`config.mk`:
```
export PLATFORM = sky130hd
export DESIGN_NAME = qq_shift_pq
export DESIGN_NICKNAME = d
export VERILOG_FILES = /design/src/rtl/qq_pkg.sv /design/src/rtl/qq_prio_cmp.sv /design/src/rtl/qq_shift_pq.sv
export SDC_FILE = /design/constraint.sdc
export NUM_CORES = 1
export LEC_CHECK = 0
export ABC_CLOCK_PERIOD_IN_PS = 3350
export CAP_MARGIN = 25
export CELL_PAD_IN_SITES_DETAIL_PLACEMENT = 1
export CELL_PAD_IN_SITES_GLOBAL_PLACEMENT = 1
export CORE_UTILIZATION = 41
export CTS_BUF_LIST = sky130_fd_sc_hd__clkbuf_8
export DETAILED_ROUTE_END_ITERATION = 8
export PLACE_DENSITY = 0.82
export SETUP_SLACK_MARGIN = 0.5
export SLEW_MARGIN = 20
export SYNTH_ARGS = -nofsm -noshare
export SYNTH_HDL_FRONTEND = slang
export SYNTH_HIERARCHICAL = 1
export SYNTH_SLANG_ARGS = --single-unit
```
`constraint.sdc`:
```
create_clock -name clk -period 3.35 [get_ports clk]
set_input_delay 0.67 -clock clk [delete_from_list [all_inputs] [get_ports clk]]
set_output_delay 0.67 -clock clk [all_outputs]
set_load 0.005 [all_outputs]
```
`src/rtl/qq_pkg.sv`:
```
// Shared constants and helpers for the quick-queue priority blocks.
// Ordering-mode encodings and the empty-slot key fill used by every level.
package qq_pkg;

    localparam int QQ_MIN_FIRST = 0;
    localparam int QQ_MAX_FIRST = 1;

    // Fill bit for an empty slot's key: all ones sorts last in min mode, all zeros in max mode.
    function automatic logic sentinel(input int max_first);
        return (max_first == QQ_MAX_FIRST) ? 1'b0 : 1'b1;
    endfunction

endpackage

```
`src/rtl/qq_prio_cmp.sv`:
```
// Combinational "new entry precedes stored entry" compare for one queue slot.
// Strict compare, so an equal key never precedes and lands after existing equals.
module qq_prio_cmp
    import qq_pkg::*;
#(
    parameter int KW        = 8,
    parameter int MAX_FIRST = QQ_MIN_FIRST
) (
    input  logic [KW-1:0] i_new_key,
    input  logic [KW-1:0] i_stored_key,
    output logic          o_precedes
);

    logic w_lt;
    logic w_gt;

    assign w_lt       = (i_new_key < i_stored_key);
    assign w_gt       = (i_new_key > i_stored_key);
    assign o_precedes = (MAX_FIRST == QQ_MAX_FIRST) ? w_gt : w_lt;

endmodule

```
`src/rtl/qq_shift_pq.sv`:
```
// D-entry sorted shift-register priority queue with single-cycle enqueue,
// dequeue and replace; head entry and status are registered outputs.
module qq_shift_pq
    import qq_pkg::*;
#(
    parameter int   KW        = 8,
    parameter int   PW        = 8,
    parameter int   D         = 4,
    parameter int   MAX_FIRST = QQ_MIN_FIRST,
    localparam int  CW        = $clog2(D + 1)
) (
    input  logic          clk,
    input  logic          rst,
    input  logic          enq_i,
    input  logic [KW-1:0] key_i,
    input  logic [PW-1:0] data_i,
    input  logic          deq_i,
    output logic [KW-1:0] key_o,
    output logic [PW-1:0] data_o,
    output logic          empty,
    output logic          full,
    output logic [CW-1:0] count,
    output logic          ovf_o,
    output logic          udf_o
);

    typedef struct packed {
        logic          valid;
        logic [KW-1:0] key;
        logic [PW-1:0] payload;
    } entry_t;

    localparam logic [KW-1:0] SENT_KEY    = {KW{sentinel(MAX_FIRST)}};
    localparam entry_t        EMPTY_ENTRY = '{valid: 1'b0, key: SENT_KEY, payload: '0};

    entry_t        r_ent [D];
    logic [CW-1:0] r_count;
    logic          r_empty;
    logic          r_full;
    logic          r_ovf;
    logic          r_udf;

    entry_t        w_new;
    entry_t        w_base [D];
    entry_t        w_ins  [D];
    entry_t        w_nxt  [D];
    logic [D-1:0]  w_prec;
    logic [D-1:0]  w_stay;
    logic [CW-1:0] w_count_nxt;
    logic          w_do_deq;
    logic          w_do_enq;
    logic          w_ovf;
    logic          w_udf;

    assign w_do_deq = deq_i & ~r_empty;
    assign w_do_enq = enq_i & (~r_full | w_do_deq);
    assign w_ovf    = enq_i & r_full & ~deq_i;
    assign w_udf    = deq_i & r_empty;

    always_comb begin
        w_new         = EMPTY_ENTRY;
        w_new.valid   = 1'b1;
        w_new.key     = key_i;
        w_new.payload = data_i;
    end

    // A replace is pop-then-insert: the insertion search runs on the already-popped array.
    always_comb begin
        for (int unsigned i = 0; i < D - 1; i++) begin
            w_base[i] = w_do_deq ? r_ent[i + 1] : r_ent[i];
        end
        w_base[D-1] = w_do_deq ? EMPTY_ENTRY : r_ent[D-1];
    end

    for (genvar g = 0; g < D; g++) begin : g_cmp
        qq_prio_cmp #(
            .KW       (KW),
            .MAX_FIRST(MAX_FIRST)
        ) u_cmp (
            .i_new_key   (key_i),
            .i_stored_key(w_base[g].key),
            .o_precedes  (w_prec[g])
        );
        assign w_stay[g] = w_base[g].valid & ~w_prec[g];
    end

    // w_stay is a thermometer: ones below the insertion point, zeros at and above it.
    always_comb begin
        w_ins[0] = w_stay[0] ? w_base[0] : w_new;
        for (int unsigned i = 1; i < D; i++) begin
            if (w_stay[i]) begin
                w_ins[i] = w_base[i];
            end else if (w_stay[i - 1]) begin
                w_ins[i] = w_new;
            end else begin
                w_ins[i] = w_base[i - 1];
            end
        end
    end

    always_comb begin
        for (int unsigned i = 0; i < D; i++) begin
            w_nxt[i] = w_do_enq ? w_ins[i] : w_base[i];
        end
    end

    always_comb begin
        w_count_nxt = r_count;
        case ({w_do_enq, w_do_deq})
            2'b10:   w_count_nxt = r_count + CW'(1);
            2'b01:   w_count_nxt = r_count - CW'(1);
            default: w_count_nxt = r_count;
        endcase
    end

    always_ff @(posedge clk) begin
        if (!rst) begin
            for (int unsigned i = 0; i < D; i++) begin
                r_ent[i] <= EMPTY_ENTRY;
            end
            r_count <= '0;
            r_empty <= 1'b1;
            r_full  <= 1'b0;
            r_ovf   <= 1'b0;
            r_udf   <= 1'b0;
        end else begin
            for (int unsigned i = 0; i < D; i++) begin
                r_ent[i] <= w_nxt[i];
            end
            r_count <= w_count_nxt;
            r_empty <= (w_count_nxt == '0);
            r_full  <= (w_count_nxt == CW'(D));
            r_ovf   <= w_ovf;
            r_udf   <= w_udf;
        end
    end

    assign key_o  = r_ent[0].key;
    assign data_o = r_ent[0].payload;
    assign empty  = r_empty;
    assign full   = r_full;
    assign count  = r_count;
    assign ovf_o  = r_ovf;
    assign udf_o  = r_udf;

endmodule

```
==> impl_metrics.yaml <==
outcome:
  outcome: "completed"
detailed_routing:
  vias: 4958
  wl_per_cell_um: 26.2
  antenna_left: 0
  detail_route.wirelength_um: 21100
  vias_per_cell: 6.14
  drc: 0
  drtPass1Iterations: 5
  drtIter0Drc: 292
yosys:
  synth.distinct_cells: 47
  ys.flop_type: "dfxtp_1"
  async_reset_ff_share_pct: 0
  ys_ff_latch: 75
  synth_nets: 603
  synth_common_cells: "dfxtp_1, nor2_1, inv_1, mux2_2, nand2_1"
  synth_largest_area_cell: "dfxtp_1"
  synth_cells: 553
  syn_area_per_cell_um2: 8.69
  ys_warn_count: 6
  synth.area.top_cells: "dfxtp_1, mux2_2, ha_1"
  synth.most_common_cell: "dfxtp_1"
  yosys.area.top_type_share_pct: 31.3
  synth_edf_count: 0
  syn_area_um2: 4800
  synth_seq_area_share_pct: 31.3
finish:
  utilization_pct: 61.1
  synthToLayoutAreaGrowth_pct: 45.3
  antennaDiodeCount: 0
  seqCellArea_um2: 1510
  multi_input_area_um2: 3550
  fin_area_um2: 6980
  instances_no_fill: 807
  drive_above_1_share_pct: 40.5
  fillerInstances: 1261
  fin_nets: 709
global_route:
  antenna_found_initial: 0
  track_usage_pct: 31.9
  grt_overflow_total: 0
  grt_start_max_net_pins: 39
  grt_pass1_vias: 5231
  grt_pass1_wl_um: 28200
critical_path:
  cp_data_required_time_ps: 3620
  r2r-end: "r_ent[1][13]"
  crit_arrival_ps: 3550
  cp-end-kind: "register"
  crit_path_max_fanout: 8
  r2r_cells: 16
  reg2reg_slack_ps: 70
  reg2reg_from: "empty"
  cp-start-kind: "register"
  critPathKind: "reg -> reg"
place:
  dp.cells: 755
  dp_hpwl_um: 11000
  dpl_cell_area_um2: 5870
  place_congestion: 0.843
  post-place-ws_ps: -556
  port_buffers: 42
clock_tree:
  htree_levels: 3
  cts_made_buffers: 9
  cts.hold.buffers_added: 0
  cts-root-buf: "clkbuf_8"
  cts_sinks: 75
  cts_tree: "built"
  clk_latency_ps: 400
  cts_max_path_buffers: 2
  path_clk_slew_ps: 100
die:
  rows: 39
  start_util_pct: 42.1
  dieArea_um2: 12200
  pin_count: 43
  die_x_um: 110
  core_um2: 11400
  die_y_um: 110
sta:
  finClkSkew_ps: 20.3
  slew_violations: 0
  whs_ps: 484
  timing.fmax_ghz: 0.305
  maxSlewHeadroom_pct: 53.3
  rsz0062_at_grt: "true"
  finalSetupTns_ps: 0
  worst_slack_ps: 70.4
  setup_viol: 0
  hold_violations: 0
  tightest_slew_ps: 700
  post-route-min-period_ps: 3280
  min_period_over_period_pct: 97.9
min_path:
  hold_depth: 2
  hold_path_class: "reg -> reg"
  hold_path_end: "r_ent[3][7]"
  min_from: "r_ent[3][7]"
pwr:
  finalPower_mw: 3.54
  power_density_nw_per_um2: 507
  vdd_drop_max_v: 0.000462
  p_leak_nw: 3.08
run:
  maxCapViolCount: 0
==> worst max-delay path, stage by stage (launching register included) <==
cell	delay, ps
dfxtp_4	350
nand2b_4	200
buf_6	140
buf_8	130
mux2_4	310
inv_2	80
ha_4	200
a211oi_2	200
o21ai_2	100
a41oi_2	210
and4bb_4	260
a31oi_4	180
buf_12	170
buf_12	110
buf_16	120
nor2_1	60
o311ai_1	300
==> what timing repair did <==
action / CTS / global route
resized for setup: 48 / 60
setup buffers: 17 / 9
pin swaps: 18 / 15
gates cloned: 8 / 2
setup endpoints to repair: 66 / 69
==> worst max path at each step <==
stage | startpoint | end | slack (ps) | cells after the start
final | empty | r_ent[1][13] | 70 | 16
after CTS | empty | r_ent[1][12] | 330 | 16
after global placement | deq_i | r_ent[3][4] | -410 | 15
after global routing | empty | r_ent[1][13] | -50 | 16
after detailed placement | deq_i | r_ent[3][2] | -560 | 15
after floorplan | deq_i | r_ent[3][0] | 320 | 14
==> power breakdown <==
part	total (mW)	internal [mW]	switching (mW)
Clock	0.694	0.289	0.405
Combinational	1.76	0.846	0.909
Sequential	1.09	1.00	0.0884
==> cell usage in the layout (no fill, tap or decap), drive strengths merged, types with 2 or more instances in the layout <==
master         netlist  layout
nor3                17      17
mux2i               35      35
a31oi                3       3
o311ai              24      24
a211oi              12      12
a31o                 2       5
ha                  29      29
and4bb               2       2
a41oi                4       4
nand2               38      39
clkbuf               9      10
buf                 36      92
dfxtp               75      75
o21ai               50      50
clkinv               0       2
nor2b                5       5
nand3                5       5
or3                  2       2
o2bb2ai              8       8
o22ai                8       8
and3                 2       2
clkinvlp             0       3
inv                 43      47
a21oi               22      22
nor2                59      59
clkdlybuf4s50        0      39
nand2b              15      15
mux2                42      42
==> flip-flops by register name, summed over array words and instances, names as in the netlist <==
| register | cells |
|---|---|
| ovf_o | 1 |
| full | 1 |
| udf_o | 1 |
| empty | 1 |
| count | 3 |
| r_ent | 68 |
==> metal layers <==
layer  up-vias  share of wire, %  GRT usage [%]
li1       2188                 -              -
met1      2461                39           35.0
met2       225                51           57.7
met3        84               5.2           7.05
met4         0               5.0           15.3
met5         -                 0              0
==> cells by family after synthesis <==
group	synth area share, %
AO/OA/AOI/OAI	19.7
XOR/XNOR	0.182
adder cells (fa/ha/maj)	7.97
multiplexers	17.5
buffers and inverters	9.35
AND/OR/NAND/NOR	14.1
flip-flops	31.3
==> layout make-up <==
cell class / count / area share [%]
sequential: 75 / 21.6
multi-input combinational: 394 / 50.9
tap: 143 / 2.56
inverter: 43 / 2.55
clock buffer: 10 / 1.97
clock inverter: 6 / 0.592
timing repair inverter: 3 / 0.484
timing repair buffer: 133 / 19.4
No activity file was read; power rests on OpenSTA's default activity.
